`config.mk`:
```
export PLATFORM = sky130hd
export DESIGN_NAME = gauss3x3_filter_flat
export DESIGN_NICKNAME = d
export VERILOG_FILES = /design/src/rtl/gauss3x3_if.sv /design/src/rtl/gauss3x3_filter.sv /design/src/flat_wrapper.sv
export SDC_FILE = /design/constraint.sdc
export NUM_CORES = 1
export LEC_CHECK = 0
export ABC_AREA = 1
export CAP_MARGIN = 5
export CORE_MARGIN = 5
export CORE_UTILIZATION = 40
export CTS_CLUSTER_DIAMETER = 150
export DETAILED_ROUTE_END_ITERATION = 10
export MAX_ROUTING_LAYER = met4
export SYNTH_ARGS = -nofsm -noshare
export SYNTH_HDL_FRONTEND = slang
export SYNTH_SLANG_ARGS = --single-unit
```
`constraint.sdc`:
```
create_clock -name clk -period 6.45 [get_ports clk]
set_input_delay 1.29 -clock clk [delete_from_list [all_inputs] [get_ports clk]]
set_output_delay 1.29 -clock clk [all_outputs]
set_load 0.05 [all_outputs]
```
`src/rtl/gauss3x3_if.sv`:
```
// Pixel stream bundle for the 3x3 window filter: three aligned input rows in,
// one filtered pixel with border/end-of-frame flags out.
interface gauss3x3_if #(
    parameter int unsigned W = 24
);
    logic         sof;
    logic         valid_in;
    logic [1:0]   mode;
    logic [W-1:0] din1;
    logic [W-1:0] din2;
    logic [W-1:0] din3;
    logic [W-1:0] dout;
    logic         valid_out;
    logic         border_out;
    logic         eof_out;

    modport master (
        output sof, valid_in, mode, din1, din2, din3,
        input  dout, valid_out, border_out, eof_out
    );

    modport slave (
        input  sof, valid_in, mode, din1, din2, din3,
        output dout, valid_out, border_out, eof_out
    );
endinterface

```
`src/rtl/gauss3x3_filter.sv`:
```
// 3x3 Gaussian / cross / bypass filter over a multi-channel pixel stream,
// with column/row tracking for border and end-of-frame flags.
module gauss3x3_filter #(
    parameter int unsigned CHANNELS    = 3,
    parameter int unsigned CH_WIDTH    = 8,
    parameter int unsigned PIC_WIDTH   = 640,
    parameter int unsigned PIC_HEIGHT  = 480,
    parameter bit          BORDER_ZERO = 1'b0
) (
    input  logic clk,
    input  logic rst,
    gauss3x3_if.slave bus
);
    localparam int unsigned W     = CHANNELS * CH_WIDTH;
    localparam int unsigned ACC   = CH_WIDTH + 4;
    localparam int unsigned COL_W = (PIC_WIDTH > 1) ? $clog2(PIC_WIDTH) : 1;
    localparam int unsigned ROW_W = (PIC_HEIGHT > 1) ? $clog2(PIC_HEIGHT) : 1;

    // tap_q[row][tap]: row 0..2 = din1..din3, tap 0 newest, tap 2 oldest
    logic [W-1:0]     tap_q [3][3];
    logic [COL_W-1:0] col_q, col_d, cur_col_c;
    logic [ROW_W-1:0] row_q, row_d, cur_row_c;
    logic [1:0]       mode_q, mode_d;
    logic             border0_q, border0_d, eof0_q, eof0_d, v0_q;

    logic [W-1:0]     centre_q;
    logic [1:0]       modea_q;
    logic             bordera_q, eofa_q, va_q;

    logic [W-1:0]     dout_q, dout_d;
    logic             valid_q, border_q, eof_q;

    // Position of the current beat (sof forces 0,0) and the position of the next one
    always_comb begin
        cur_col_c = bus.sof ? '0 : col_q;
        cur_row_c = bus.sof ? '0 : row_q;
        col_d     = col_q;
        row_d     = row_q;
        if (cur_col_c == COL_W'(PIC_WIDTH - 1)) begin
            col_d = '0;
            row_d = (cur_row_c == ROW_W'(PIC_HEIGHT - 1)) ? '0 : cur_row_c + ROW_W'(1);
        end else begin
            col_d = cur_col_c + COL_W'(1);
            row_d = cur_row_c;
        end
        mode_d    = bus.sof ? bus.mode : mode_q;
        border0_d = (cur_col_c < COL_W'(2)) || (cur_row_c < ROW_W'(2));
        eof0_d    = (cur_col_c == COL_W'(PIC_WIDTH - 1)) && (cur_row_c == ROW_W'(PIC_HEIGHT - 1));
    end

    // Window shift, counters and per-beat flags; everything holds through gaps
    always_ff @(posedge clk) begin
        if (rst) begin
            tap_q     <= '{default: '0};
            col_q     <= '0;
            row_q     <= '0;
            mode_q    <= '0;
            border0_q <= 1'b0;
            eof0_q    <= 1'b0;
            v0_q      <= 1'b0;
        end else begin
            v0_q <= bus.valid_in;
            if (bus.valid_in) begin
                tap_q[0][0] <= bus.din1;
                tap_q[1][0] <= bus.din2;
                tap_q[2][0] <= bus.din3;
                tap_q[0][1] <= tap_q[0][0];
                tap_q[1][1] <= tap_q[1][0];
                tap_q[2][1] <= tap_q[2][0];
                tap_q[0][2] <= tap_q[0][1];
                tap_q[1][2] <= tap_q[1][1];
                tap_q[2][2] <= tap_q[2][1];
                col_q       <= col_d;
                row_q       <= row_d;
                mode_q      <= mode_d;
                border0_q   <= border0_d;
                eof0_q      <= eof0_d;
            end
        end
    end

    // mode_q only changes on sof beats, so it is always the mode of the newest beat
    always_ff @(posedge clk) begin
        if (rst) begin
            centre_q  <= '0;
            modea_q   <= '0;
            bordera_q <= 1'b0;
            eofa_q    <= 1'b0;
            va_q      <= 1'b0;
        end else begin
            centre_q  <= tap_q[1][1];
            modea_q   <= mode_q;
            bordera_q <= border0_q;
            eofa_q    <= eof0_q;
            va_q      <= v0_q;
        end
    end

    for (genvar c = 0; c < CHANNELS; c++) begin : g_ch
        localparam int unsigned LSB = c * CH_WIDTH;

        logic [ACC-1:0]      p [3][3];
        logic [ACC-1:0]      gauss_c, cross_c, sum_d, sum_q;
        logic [CH_WIDTH-1:0] res_c;

        for (genvar r = 0; r < 3; r++) begin : g_r
            for (genvar t = 0; t < 3; t++) begin : g_t
                assign p[r][t] = ACC'(tap_q[r][t][LSB +: CH_WIDTH]);
            end
        end

        // Rounding constant folded into the sum; max 16*(2^CH_WIDTH-1)+8 fits ACC bits
        always_comb begin
            gauss_c = p[0][0] + (p[0][1] << 1) + p[0][2]
                    + (p[1][0] << 1) + (p[1][1] << 2) + (p[1][2] << 1)
                    + p[2][0] + (p[2][1] << 1) + p[2][2] + ACC'(8);
            cross_c = p[0][1] + p[1][0] + (p[1][1] << 2) + p[1][2] + p[2][1] + ACC'(4);
            sum_d   = (mode_q == 2'd0) ? gauss_c : cross_c;
        end

        always_ff @(posedge clk) begin
            if (rst) sum_q <= '0;
            else     sum_q <= sum_d;
        end

        always_comb begin
            res_c = centre_q[LSB +: CH_WIDTH];
            if (bordera_q) begin
                res_c = BORDER_ZERO ? '0 : centre_q[LSB +: CH_WIDTH];
            end else if (modea_q == 2'd0) begin
                res_c = CH_WIDTH'(sum_q >> 4);
            end else if (modea_q == 2'd1) begin
                res_c = CH_WIDTH'(sum_q >> 3);
            end
        end

        assign dout_d[LSB +: CH_WIDTH] = res_c;
    end

    // Output stage: loads only on a valid beat so values hold through gaps
    always_ff @(posedge clk) begin
        if (rst) begin
            dout_q   <= '0;
            valid_q  <= 1'b0;
            border_q <= 1'b0;
            eof_q    <= 1'b0;
        end else begin
            valid_q <= va_q;
            if (va_q) begin
                dout_q   <= dout_d;
                border_q <= bordera_q;
                eof_q    <= eofa_q;
            end
        end
    end

    assign bus.dout       = dout_q;
    assign bus.valid_out  = valid_q;
    assign bus.border_out = border_q;
    assign bus.eof_out    = eof_q;
endmodule
```
`src/flat_wrapper.sv`:
```
// flat-port wrapper written by rule: the top's interface ports become plain ports
module gauss3x3_filter_flat 
#(
    parameter int unsigned CHANNELS    = 3,
    parameter int unsigned CH_WIDTH    = 8,
    parameter int unsigned PIC_WIDTH   = 640,
    parameter int unsigned PIC_HEIGHT  = 480,
    parameter bit          BORDER_ZERO = 1'b0
)
  (clk, rst, bus_sof, bus_valid_in, bus_mode, bus_din1, bus_din2, bus_din3, bus_dout, bus_valid_out, bus_border_out, bus_eof_out);
  gauss3x3_if bus_i ();
  input  logic clk;
  input  logic rst;
  input wire logic [$bits(bus_i.sof)-1:0] bus_sof;
  input wire logic [$bits(bus_i.valid_in)-1:0] bus_valid_in;
  input wire logic [$bits(bus_i.mode)-1:0] bus_mode;
  input wire logic [$bits(bus_i.din1)-1:0] bus_din1;
  input wire logic [$bits(bus_i.din2)-1:0] bus_din2;
  input wire logic [$bits(bus_i.din3)-1:0] bus_din3;
  output wire logic [$bits(bus_i.dout)-1:0] bus_dout;
  output wire logic [$bits(bus_i.valid_out)-1:0] bus_valid_out;
  output wire logic [$bits(bus_i.border_out)-1:0] bus_border_out;
  output wire logic [$bits(bus_i.eof_out)-1:0] bus_eof_out;
  assign bus_i.sof = bus_sof;
  assign bus_i.valid_in = bus_valid_in;
  assign bus_i.mode = bus_mode;
  assign bus_i.din1 = bus_din1;
  assign bus_i.din2 = bus_din2;
  assign bus_i.din3 = bus_din3;
  assign bus_dout = bus_i.dout;
  assign bus_valid_out = bus_i.valid_out;
  assign bus_border_out = bus_i.border_out;
  assign bus_eof_out = bus_i.eof_out;
  gauss3x3_filter #(.CHANNELS(CHANNELS), .CH_WIDTH(CH_WIDTH), .PIC_WIDTH(PIC_WIDTH), .PIC_HEIGHT(PIC_HEIGHT), .BORDER_ZERO(BORDER_ZERO)) u_core (.clk(clk), .rst(rst), .bus(bus_i));
endmodule
```
# [After elaboration in Yosys (flattened, before gate mapping)]
# Cells that the tools add are included.
[totals] regBits=332 input_bits=78 output_inout_bits=27 word_cells=98
[classes] n_reduce_logical=5 addsub=44 eq_ne=3 order_cmp=2 muxes=17
[ops] op="adder 12 x 8 -> 12 bit" count=15
[ops] op="adder 12 x 9 -> 12 bit" count=9
[ops] op="adder 12 x 10 -> 12 bit" count=6
[ops] op="2-to-1 mux 8 bit" count=9
[ops] op="adder 12 x 3 -> 12 bit, second input constant" count=3
[ops] op="adder 12 x 4 -> 12 bit, second input constant" count=3
[ops] op="2-to-1 mux 12 bit" count=3
[ops] op="adder 8 x 9 -> 10 bit" count=3
[ops] op="adder 8 x 8 -> 9 bit" count=3
[ops] op="2-to-1 mux 9 bit" count=3
[ops] op="2-to-1 mux 10 bit" count=2
[ops] op="adder 10 x 1 -> 10 bit, second input constant" count=1
[ops] op="== test 10 bit, second input constant" count=1
[ops] op="< comparator 10 x 2 -> 1 bit, second input constant" count=1
[ops] op="adder 9 x 1 -> 9 bit, second input constant" count=1
[ops] op="== test 9 bit, second input constant" count=1
[ops] op="< comparator 9 x 2 -> 1 bit, second input constant" count=1
[ops] op="zero test 2 bit" count=2
[ops] op="== test 2 x 1 -> 1 bit, second input constant" count=1
[ops] op="AND reduction 2 bit" count=1
[ops] op="logical AND 1 bit" count=1
[ops] op="logical OR 1 bit" count=1

# [Longest topological paths before layout]
[logic_depth] ltp_word=10 mapped_depth=25 depth_no_buf=25

# [Worst setup path after synthesis]
# No wires, ideal clock.
[synth_timing] kind="register -> register" from="reg u_core.tap_q, in the netlist u_core.g_ch[1].p[84]" to="reg u_core.g_ch[1].sum_q[10]" synth_period_minus_slack_ps=4844 setup_slack_ps=1606 setup_ps=70 path_stages_with_launch=23 t_required_ps=6380 n_path_buf=0 arrival_time_ps=4774 cell_sequence="dfxtp_1 -> ha_1 -> fa_1 -> nand3_1 -> nand3_1 -> nand2_1 -> nand2_1 -> a21oi_1 -> xor2_1 -> inv_1 -> fa_1 -> inv_1 -> fa_1 -> fa_1 -> fa_1 -> inv_1 -> ha_1 -> a21o_1 -> a21boi_0 -> nand2_1 -> nand2_1 -> nand3_1 -> a21oi_1"
[synth_between] elab_chain_len=10 word_cells_on_any_way=15 classes_between="add/sub (14); mux (1)"
[synth_rtl] element="start, declared" line_no="gauss3x3_filter.sv:20" rtl="logic [W-1:0] tap_q [3][3];"
[synth_rtl] element="adder 8 x 9 -> 10 bit" line_no="gauss3x3_filter.sv:114" rtl="gauss_c = p[0][0] + (p[0][1] << 1) + p[0][2]"
[synth_rtl] element="adder 12 x 8 -> 12 bit" line_no="gauss3x3_filter.sv:114"
[synth_rtl] element="adder 12 x 9 -> 12 bit" line_no="gauss3x3_filter.sv:115" rtl="+ (p[1][0] << 1) + (p[1][1] << 2) + (p[1][2] << 1)"
[synth_rtl] element="adder 12 x 10 -> 12 bit" line_no="gauss3x3_filter.sv:115"
[synth_rtl] element="adder 12 x 9 -> 12 bit" line_no="gauss3x3_filter.sv:115"
[synth_rtl] element="adder 12 x 8 -> 12 bit" line_no="gauss3x3_filter.sv:116" rtl="+ p[2][0] + (p[2][1] << 1) + p[2][2] + ACC'(8);"
[synth_rtl] element="adder 12 x 9 -> 12 bit" line_no="gauss3x3_filter.sv:116"
[synth_rtl] element="adder 12 x 8 -> 12 bit" line_no="gauss3x3_filter.sv:116"
[synth_rtl] element="adder 12 x 4 -> 12 bit" line_no="gauss3x3_filter.sv:116"
[synth_rtl] element="2-to-1 mux 12 bit (*)" line_no="gauss3x3_filter.sv:118" rtl="sum_d = (mode_q == 2'd0) ? gauss_c : cross_c;"
[synth_rtl] element="end signal, assigned" line_no="gauss3x3_filter.sv:123" rtl="else sum_q <= sum_d;"
[synth_rtl] element="end, declared" line_no="gauss3x3_filter.sv:103" rtl="logic [ACC-1:0] gauss_c, cross_c, sum_d, sum_q;"
# Mark *: on every way between the ends. The rest lies on a longest branch, timed or not.
# A chain may end at the register's enable or synchronous reset.

# [Worst setup path after layout]
# Ends and elaborated chain as after synthesis.

==> out/metrics.csv <==
stage,metric,value,unit
critical_path,Setup crit end kind,flip-flop,
critical_path,top cell family by delay on the critical path,adder cells,
sta,max-slew violations,0,
final_layout,layout cells sized above 1,3.803,%
sta,Tmin final,5.305,ns
floorplan,core area,0.05224,mm2
final_layout,Layout area overhead,13.63,%
cts,CTS hold repair buffers,0,
sta,slew margin rel.,24.57,%
floorplan,Initial Util,40.15,%
floorplan,die area,0.05710,mm2
power,PwrDens,341.8,mW/mm2
yosys,Yosys warning total,0,
yosys,syn nets,3015,
critical_path,CP max-delay cell,fa_1,
yosys,Mapped Area,0.02097,mm2
min_path,Min-Delay Path Class,flip-flop to flip-flop,
yosys,"Seq/Total Area, Yosys",30.84,%
detailed_routing,via count,16710,
yosys,synthesized flop and latch total,323,
final_layout,most frequent cells in the layout,"476 x inv_1, 323 x dfxtp_1, 303 x nor2_1",
critical_path,CP max stage delay,0.54,ns
sta,worst clock skew,0.02347,ns
critical_path,"Max FO, Critical Path",5,
cts,clk sinks,323,
cts,TritonCTS clock tree,built,
detailed_routing,post-route ant nets,0,
sta,Worst-Margin Slew,1.129,ns
power,maximum VDD drop,0.0002030,V
sta,Fmax,188.5,MHz
critical_path,Worst EP arrival,5.78,ns
power,LEAKAGE,11.36,nW
critical_path,critical path startpoint category,flip-flop,
floorplan,Die W,239.0,um
sta,"Setup violations, final",0,
sta,final critical-path share of the clock period,82.25,%
global_route,GRT Util Overall,19.77,%
placed_design,DP Worst Slack,1.179,ns
detailed_routing,Detailed Route WL,54640,um
detailed_routing,DRC viols,0,
sta,PnR worst setup slack,1.145,ns
cts,post-CTS setup buffers,0,
cts,number of H-tree levels,2,
critical_path,CP Cell Sequence,ha_1 -> fa_1 -> nand3_1 -> nand3_1 -> nand2_1 -> nand2_1 -> a21oi_1 -> xor2_1 -> inv_1 -> fa_1 -> inv_1 -> fa_1 -> fa_1 -> fa_1 -> inv_1 -> ha_1 -> a21o_1 -> a21boi_0 -> nand2_1 -> nand2_1 -> nand3_1 -> a21oi_1,
floorplan,# rows,84,
final_layout,"commonest non-fill, non-tap cell in the layout",inv_1,
placed_design,DP HPWL,40070,um
outcome,status,finished clean,
yosys,post-synthesis cell type count,40,
critical_path,Buf/Inv on CP,3,
critical_path,"Req. time, crit path",6.93,ns
yosys,mean area per synthesized cell,8.134,um2
cts,CTS Buffer Depth,3,
sta,final hold violation count,0,
cts,clk slew on worst S/H paths,0.06,ns
placed_design,Final GP Congestion,0.8796,
detailed_routing,DR vias/cell,4.993,
global_route,first-pass GRT wire length,89270,um
floorplan,chip height,239.0,um
critical_path,WS Path Type,flip-flop to flip-flop,
sta,RSZ-0062 raised after global routing,no,
final_layout,Fillers,5045,
run,Max-Cap Viols,0,
global_route,number of global-route vias before repair,16620,
sta,setup TNS,0,ns
global_route,pin count of the biggest net entering global routing,163,
cts,TritonCTS Buffers,40,
global_route,total congestion overflow,0,
detailed_routing,DRT Pass-1 Iters,5,
placed_design,DP Area,0.02246,mm2
floorplan,# IOs,105,
final_layout,nets,3064,
cts,root buf cell,clkbuf_16,
cts,cts repair resizes,0,
yosys,cells after synthesis,2578,
placed_design,IO Port Bufs,104,
cts,worst skew pair latency,0.57,ns
final_layout,fin area,0.02383,mm2
global_route,initial antenna violation count,4,
detailed_routing,DR iter-0 viols,1085,
detailed_routing,drt wl/cell,16.33,um
critical_path,most frequent CP cell,fa_1,
-- layout make-up --
cell class | instances | area, um2 | share of cell area [%]
clock buffers | 53 | 1131 | 4.747
multi-input cells | 1665 | 12200 | 51.22
clock inverters | 18 | 232.7 | 0.9767
diodes | 2 | 5.005 | 0.02100
inverters | 485 | 1831 | 7.682
well taps | 688 | 860.8 | 3.613
flip-flops and latches | 323 | 6466 | 27.14
repair buffers | 112 | 1097 | 4.605
-- cells by family (layout without fill, tap and decap cells) --
| kind of cell | Yosys count | count (layout) | share of synthesized area (%) |
|---|---|---|---|
| flops | 323 | 323 | 30.84 |
| xor+xnor | 46 | 46 | 1.921 |
| fa+ha+maj | 359 | 359 | 28.19 |
| buf+inv | 590 | 668 | 10.98 |
| other cells | 0 | 2 | 0 |
| compound gates | 588 | 588 | 14.66 |
| simple gates | 672 | 672 | 13.42 |
-- registers in the layout, summed over array words and instances (netlist names) --
register and count:
u_core.v0_q 1, u_core.bus.dout 24, u_core.centre_q 24, u_core.bus.eof_out 1, u_core.g_ch.sum_q 27, u_core.mode_q 2, u_core.g_ch.p 216, u_core.bordera_q 1
u_core.modea_q 2, u_core.eofa_q 1, u_core.eof0_q 1, u_core.col_q 10, u_core.row_q 9, u_core.border0_q 1, u_core.bus.valid_out 1, u_core.va_q 1
u_core.bus.border_out 1
-- path summary, 6_finish.rpt --
path | start | to | slack (ns) | cells after the start
max | u_core.g_ch[1].p[84] | u_core.g_ch[1].sum_q[10] | 1.14 | 22
min | u_core.v0_q | u_core.va_q | 0.40 | 2
max reg2reg | u_core.g_ch[1].p[84] | u_core.g_ch[1].sum_q[10] | 1.14 | 22
min reg2reg | u_core.v0_q | u_core.va_q | 0.40 | 2
-- metal layers --
layer  part of all wire (%)  vias to the layer above  global-route usage (%)
li1                       -                     8288                       -
met1                     53                     7983                   30.30
met2                     41                      372                   27.79
met3                    4.5                       65                   2.780
met4                    1.8                        0                   4.167
met5                      0                        -                       -
-- metrics by stage --
| stage | instances | hold slack (ns) | power [mW] | utilization [%] |
|---|---|---|---|---|
| 2_1_floorplan | 2578 | 0.3883 | 4.944 | - |
| 3_3_place_gp | 3273 | 0.3910 | 5.735 | 43.00 |
| 3_5_place_dp | 3273 | 0.3981 | 5.824 | 43.00 |
| 4_1_cts | 3344 | 0.4056 | 8.212 | 45.61 |
| 5_1_grt | 3345 | 0.4320 | 8.871 | 45.61 |
| 6_report | 3346 | 0.4033 | 8.145 | 45.62 |
-- Yosys cell counts --
| cell type | n | area (um2) |
|---|---|---|
| buf_4 | 11 | 82.58 |
| buf_6 | 2 | 22.52 |
| nor2_2 | 5 | 31.28 |
| xor2_1 | 28 | 245.2 |
| a21o_1 | 8 | 60.06 |
| dfxtp_1 | 323 | 6466 |
| inv_2 | 5 | 18.77 |
| nand2_4 | 1 | 11.26 |
| o21bai_1 | 8 | 60.06 |
| or2_2 | 2 | 12.51 |
| inv_1 | 478 | 1794 |
| nand3_1 | 98 | 490.5 |
| o211ai_1 | 2 | 15.01 |
| nand3_2 | 1 | 10.01 |
| nor2_4 | 3 | 33.78 |
| o21a_1 | 3 | 22.52 |
| nand4_1 | 18 | 112.6 |
| ha_1 | 170 | 2127 |
| o22a_1 | 9 | 78.83 |
| o22ai_1 | 23 | 143.9 |
| a21boi_0 | 3 | 22.52 |
| fa_1 | 189 | 3784 |
| nor2_1 | 304 | 1141 |
| nand2_1 | 222 | 833.3 |
| a22oi_1 | 1 | 7.510 |
| nand3_4 | 1 | 17.52 |
| a31oi_1 | 3 | 18.77 |
| clkinv_1 | 2 | 7.510 |
| a21oi_1 | 272 | 1361 |
| nand3b_1 | 10 | 75.07 |
| o21ai_1 | 4 | 20.02 |
| a211oi_1 | 1 | 7.510 |
| buf_2 | 25 | 125.1 |
| o21ai_0 | 251 | 1256 |
| nand2_2 | 4 | 25.02 |
| buf_1 | 6 | 22.52 |
| nor3_1 | 2 | 10.01 |
| clkbuf_1 | 61 | 229.0 |
| nor3_2 | 1 | 10.01 |
| xnor2_1 | 18 | 157.7 |
-- power breakdown --
group          total, mW  internal (mW)  switching (mW)  leakage [nW]
registers           2.31           2.18           0.130          2.67
clock network       2.35           1.44           0.913         0.675
logic               3.49           1.38            2.10          8.01
-- worst register-to-register path, stage by stage (launching register included) --
cell and delay, ns:
dfxtp_1 0.34, ha_1 0.24, fa_1 0.42, nand3_1 0.10
nand3_1 0.11, nand2_1 0.09, nand2_1 0.05, a21oi_1 0.19
xor2_1 0.18, inv_1 0.10, fa_1 0.53, inv_1 0.06
fa_1 0.51, fa_1 0.52, fa_1 0.54, inv_1 0.04
ha_1 0.35, a21o_1 0.21, a21boi_0 0.25, nand2_1 0.09
nand2_1 0.07, nand3_1 0.06, a21oi_1 0.18
Power figures use the tool's default switching activity.
